## src/rtl/drum_audio_out.sv

```systemverilog
// drum_audio_out: converts solver center-node amplitude to 16-bit PCM,
// buffers it in a small FIFO and paces the solver by the codec rate.
module drum_audio_out #(
    parameter int DEPTH      = 8,
    parameter int CW         = 4,
    parameter int GAIN_SHIFT = 0
) (
    input  logic          clk_50,
    input  logic          reset,
    input  logic [17:0]   sample_in,
    input  logic          sample_valid,
    output logic          step_enable,
    output logic [15:0]   audio_data,
    output logic          audio_valid,
    input  logic          audio_ready,
    output logic [CW-1:0] fifo_count,
    output logic          overflow_sticky,
    output logic [31:0]   sample_count
);

    localparam int AW = $clog2(DEPTH);
    localparam int WW = 18 + GAIN_SHIFT;
    localparam logic signed [WW-1:0] SAT_MAX = WW'(131071);
    localparam logic signed [WW-1:0] SAT_MIN = WW'(-131072);

    logic signed [17:0]   w_in;
    logic signed [WW-1:0] w_wide;
    logic [17:0]          w_sat;
    logic                 w_push;
    logic                 w_pop;
    logic                 w_full;
    logic [CW:0]          w_occ;

    logic [15:0]          r_conv_data;
    logic                 r_conv_valid;
    logic [15:0]          r_mem [DEPTH];
    logic [AW-1:0]        r_wr;
    logic [AW-1:0]        r_rd;
    logic [CW-1:0]        r_count;
    logic                 r_ovf;
    logic [31:0]          r_scount;

    assign w_in   = sample_in;
    assign w_wide = WW'(w_in) <<< GAIN_SHIFT;

    // Clamp the gained sample back into the 1.17 range
    always_comb begin
        w_sat = w_wide[17:0];
        if (w_wide > SAT_MAX) begin
            w_sat = 18'h1FFFF;
        end else if (w_wide < SAT_MIN) begin
            w_sat = 18'h20000;
        end
    end

    assign w_full = (r_count == CW'(DEPTH));
    assign w_pop  = audio_valid && audio_ready;
    assign w_push = r_conv_valid && (!w_full || w_pop);
    assign w_occ  = (CW+1)'(r_count) + (CW+1)'(r_conv_valid);

    assign step_enable     = (w_occ < (CW+1)'(DEPTH));
    assign audio_valid     = (r_count != '0);
    assign audio_data      = audio_valid ? r_mem[r_rd] : 16'h0000;
    assign fifo_count      = r_count;
    assign overflow_sticky = r_ovf;
    assign sample_count    = r_scount;

    // Conversion stage: dropping two LSBs floors toward negative infinity
    always_ff @(posedge clk_50 or posedge reset) begin
        if (reset) begin
            r_conv_valid <= 1'b0;
            r_conv_data  <= 16'h0000;
        end else begin
            r_conv_valid <= sample_valid;
            if (sample_valid) begin
                r_conv_data <= w_sat[17:2];
            end
        end
    end

    // FIFO storage; contents are masked by audio_valid so need no reset
    always_ff @(posedge clk_50) begin
        if (w_push) begin
            r_mem[r_wr] <= r_conv_data;
        end
    end

    // Pointers, occupancy, drop flag and handshake counter
    always_ff @(posedge clk_50 or posedge reset) begin
        if (reset) begin
            r_wr     <= '0;
            r_rd     <= '0;
            r_count  <= '0;
            r_ovf    <= 1'b0;
            r_scount <= 32'd0;
        end else begin
            if (w_push) begin
                r_wr <= r_wr + 1'b1;
            end
            if (w_pop) begin
                r_rd     <= r_rd + 1'b1;
                r_scount <= r_scount + 32'd1;
            end
            unique case ({w_push, w_pop})
                2'b10:   r_count <= r_count + 1'b1;
                2'b01:   r_count <= r_count - 1'b1;
                default: r_count <= r_count;
            endcase
            if (r_conv_valid && w_full && !w_pop) begin
                r_ovf <= 1'b1;
            end
        end
    end

endmodule

```

## config.mk

```make
export PLATFORM = sky130hd
export DESIGN_NAME = drum_audio_out
export DESIGN_NICKNAME = d
export VERILOG_FILES = /design/src/rtl/drum_audio_out.sv
export SDC_FILE = /design/constraint.sdc
export NUM_CORES = 1
export LEC_CHECK = 0
export CORE_MARGIN = 2
export CORE_UTILIZATION = 44
export CTS_CLUSTER_DIAMETER = 30
export DETAILED_ROUTE_END_ITERATION = 16
export PLACE_DENSITY = 0.67
export SYNTH_ARGS = -nofsm -noshare
export SYNTH_HDL_FRONTEND = slang
export SYNTH_SLANG_ARGS = --single-unit
```

## constraint.sdc

```tcl
create_clock -name clk_50 -period 2.7 [get_ports clk_50]
set_input_delay 0.54 -clock clk_50 [delete_from_list [all_inputs] [get_ports clk_50]]
set_output_delay 0.54 -clock clk_50 [all_outputs]
set_load 0.005 [all_outputs]
```

==> results.md, run 1 <==
- The DRC violation count after routing is 0.
- The number of H-tree levels is 4.
- In this run the worst path has a maximum fanout of 6.
- Measured against its own limit, the worst slew margin works out to just under 70%.
- The setup check on the worst reg-to-reg path leaves a slack of 0.43 ns.
- The total power density per cell area is between 900 and 1000 mW/mm².
- Setup slack closes at between 0.06 and 0.07 ns.
- Once detail routing completed, the nets flagged for antenna violations numbered 0.
- In this run the power spent charging and discharging nets is about 2600 µW.
- The placed instance count is a little over 700.
- The most frequent standard cell in the layout excluding fill and tap cells is sky130_fd_sc_hd__edfxtp_1.
- After synthesis the cells add up to 0.00747 mm².
- Setup violations remaining at the end of the flow were counted as 0.
- The class of the tightest hold or removal check is in -> async.
- The post-detailed-routing wire length is about 15000 µm.
- Compared with the post-synthesis result, the final layout area differs by 27.0%.
- The worst path needs around 2.6 ns of the cycle, external delays included.
- Yosys printed 0 warnings.
- The floorplan step set the die width to around 130 µm.
- The full die area is about 0.018 mm².
- The internal power of the cells is 6690 µW.
- The transition time at the pin with the least slew margin is approximately 0.48 ns.
- The count of mapped cells out of synthesis is between 400 and 500.
- The placed wire-length estimate after detailed placement is slightly below 9000 µm.
- The highest metal layer with signal wires is met4.
- The maximum clock rate is approximately 0.38 GHz.
- The vias per cell is slightly above 5.
- The total global routing track utilization is about 18%.
- The average wire per cell in the routed design is roughly 19 µm.
- Net switching is between 20% and 30% of the power.
- The placer's final routability congestion estimate is about 0.80.
- Buffers placed on the I/O ports in this run total 74.
- The maximum clock path buffer count is 2.
- Summed over all layers, the global routing overflow is 0.
- In this run, the clock network consumes approximately 28% of the power.
- The number of top-level pins is 77.
- Setup repair after global routing could not meet its margin everywhere.
- The critical path capture point type is an output port.
- The final standard cell utilization of the core is 57.2%.
- Entering global routing, the biggest net connects 44 pins.
- The average instance area after synthesis is roughly 18 µm².
- Sequential cells burn a little over two fifths of the power.
- The die height is between 100 and 150 µm.
- Across the VDD grid, the largest voltage drop is between 0.5 and 0.6 mV.
- The share of synthesized area in the top cell type comes to between 50% and 60%.
- The number of pins with negative max-slew slack in the final report is 0.
- The number of clock buffers added by TritonCTS is 17.
- At the worst endpoint, the arrival time is around 2.1 ns.
- Leaving out fill and tap cells, the most frequent cells in the layout are sky130_fd_sc_hd__edfxtp_1, sky130_fd_sc_hd__dfrtp_1, sky130_fd_sc_hd__clkdlybuf4s50_1.
- The clock transition at the registers of the reported paths is 0.07 ns.
- Data on the critical path is required at its endpoint by between 2 and 2.5 ns.
- The via count of the first global-routing pass came to between 4000 and 5000.
- The iteration-0 DRC count of the detailed router is 250.
- Detailed routing inserted a total of 3981 vias.
- The flow ran to the end, and the final reports show no timing, DRC or antenna violations.
- The number of antenna diodes is 0.
- The initial core utilization is between 40% and 50%.
- The number of maximum-capacitance violations is 0.
- The number of standard cells in the final layout excluding fillers is 769.
- The met3 routed wirelength is just under 900 µm.
- The standard-cell row count is between 40 and 50.
- The worst setup timing slack at the placement stage is 0.160 ns.
- The cell type with the largest total area after synthesis is sky130_fd_sc_hd__edfxtp_1.
- The worst setup skew after layout is slightly below 0.006 ns.
- The core box area is about 0.017 mm².
- The clock tree from TritonCTS is done.
- The number of nets in the synthesized netlist is ~450.
- The clock net in this run drives a total of around 190 sinks.
- The count of fill cells added during filler insertion is between 1000 and 1500.
- The total power draw is roughly 9300 µW.
- The first global-routing pass estimated around 23000 µm of wire.
- Summed over all nets, wire length on met2 after detailed routing comes to roughly 7400 µm.
- The first-pass iteration count of the detailed router is 4.
- The worst setup path is of the reg -> out kind.
- After synthesis, the cell types taking the most area are sky130_fd_sc_hd__edfxtp_1, sky130_fd_sc_hd__dfrtp_1, sky130_fd_sc_hd__mux4_2.
- The initial antenna violation count is 0.
- The share of the yosys chip area belonging to registers is a little over 70%.
- After synthesis the netlist holds a flip-flop and latch count of 188.
- At the later pin of the worst-skew pair, clock insertion delay measures 0.43 ns.
- The unique cell type count in the Yosys netlist is 37.
- The leakage power summed over all cells is about 0.0035 µW.
- The total count of hold-check failures in the final report is 0.
- The length of routed wiring on met1 is ~6400 µm.
- The share of power burned in combinational logic is approximately 30%.
- The net count of the finished layout is 562.
- The number of buffers inserted for hold repair after clock tree synthesis is 0.
- In this run the clock root is driven by a sky130_fd_sc_hd__clkbuf_16.
- The worst setup path is launched from a register.
- Cells with a size suffix above 1 make up between 20% and 30% of the layout.
- In the finished design, the share of the clock period the worst path needs comes to a little over nine tenths.
==> through the flow <==
step | hold slack, ns | TNS (ns) | instance area (µm²)
final | 0.443 | 0 | 9490
after global routing | 0.484 | -0.172 | 9490
after CTS | 0.453 | -0.0298 | 9530
after detailed placement | 0.466 | 0 | 8730
after global placement | 0.461 | 0 | 8730
after floorplan | 0.468 | 0 | 7480
==> logic make-up after synthesis <==
group                      Yosys count  share of synthesized area, %
DFF                                188                          71.5
and+or+nand+nor                    105                          7.25
muxes                               64                          14.2
xor gates and xnor gates            39                          4.57
buffers and inverters               20                          1.10
AOI/OAI and AO/OA                    7                         0.686
adders and majority gates            4                         0.670
==> power by group through the flow <==
stage / combinational [µW] / sequential (µW) / clock (µW)
after floorplan: 1550 / 3820 / 0
after global placement: 2710 / 3910 / 0
after detailed placement: 2750 / 3950 / 0
after CTS: 2980 / 3900 / 2610
after global routing: 3110 / 3960 / 2730
final: 2860 / 3910 / 2570
==> worst paths after layout <==
path / start / endpoint / cells after the start
max in group asynchronous: reset / sample_count[13]$_DFFE_PP0N_ / 3
worst max register to register: fifo_count[1]$_DFFE_PP0P_ / fifo_count[2]$_DFFE_PP0P_ / 8
min in group clk_50: sample_count[31]$_DFFE_PP0N_ / sample_count[31]$_DFFE_PP0N_ / 1
worst max-delay path: r_rd[0]$_DFFE_PP0N_ / audio_data[14] / 5
worst min register to register: sample_count[31]$_DFFE_PP0N_ / sample_count[31]$_DFFE_PP0N_ / 1
worst min-delay path: reset / r_conv_data[1]$_DFFE_PP0P_ / 2
==> synthesized netlist by cell type, drive strengths merged <==
cell and n:
and3 5, nor2b 1, o41a 1, mux2i 16, inv 3, and4 4, edfxtp 128, nor2 24
or3 1, o21bai 1, nand2b 3, nand3 14, dfrtp 60, xnor2 29, a21oi 1, or4 1
nor3 9, a22o 1, o21ai 1, mux4 32, clkbuf 9, and2 1, nand2 30, nand4 7
buf 8, ha 4, xor2 10, a31oi 1, mux2 16, o22ai 1, nor4 3, or4b 2
==> layout make-up <==
type                            count  area (µm²)  share of cell area, %
Clock buffer                       20         457                   4.81
Clock inverter                     12         160                   1.69
Inverter                            3        11.3                  0.119
Multi-Input combinational cell    219        2100                   22.1
Sequential cell                   188        5350                   56.3
Tap cell                          220         275                   2.90
Timing Repair Buffer              107        1140                   12.0
==> sequential cells by signal (all words and copies together), names as in the netlist <==
register / cells
r_wr: 3
fifo_count: 4
r_mem: 128
r_conv_data: 16
overflow_sticky: 1
r_conv_valid: 1
sample_count: 32
r_rd: 3
==> metal layers <==
layer	GRT usage, %	vias to the layer above
li1	-	1843
met1	22.5	2030
met2	28.7	91
met3	6.16	17
met4	5.79	0
met5	0	-
==> what timing repair did <==
action	4_1_cts	5_1_grt
setup endpoints to repair	16	14
gates resized for setup	34	12
endpoints found under the hold margin	0	0
buffers inserted	8	2
pin swaps	0	2
gates cloned	3	0
==> critical path: stages, from the launching register on <==
cell                            delay [ns]
sky130_fd_sc_hd__dfrtp_2              0.44
sky130_fd_sc_hd__buf_6                0.18
sky130_fd_sc_hd__mux4_2               0.52
sky130_fd_sc_hd__mux2i_2              0.20
sky130_fd_sc_hd__nor2_1               0.05
sky130_fd_sc_hd__dlygate4sd2_1        0.26
Note: power is estimated with default switching activity, not from simulation.
==> inputs of run 2 (changes only) <==
--- a/config.mk
+++ b/config.mk
@@ -7,7 +7,6 @@
 export LEC_CHECK = 0
 export CORE_MARGIN = 2
 export CORE_UTILIZATION = 44
-export CTS_CLUSTER_DIAMETER = 30
 export DETAILED_ROUTE_END_ITERATION = 16
 export PLACE_DENSITY = 0.67
 export SYNTH_ARGS = -nofsm -noshare
==> results of run 2 <==
The final DEF is identical to that of run 1; final timing and power are the same.
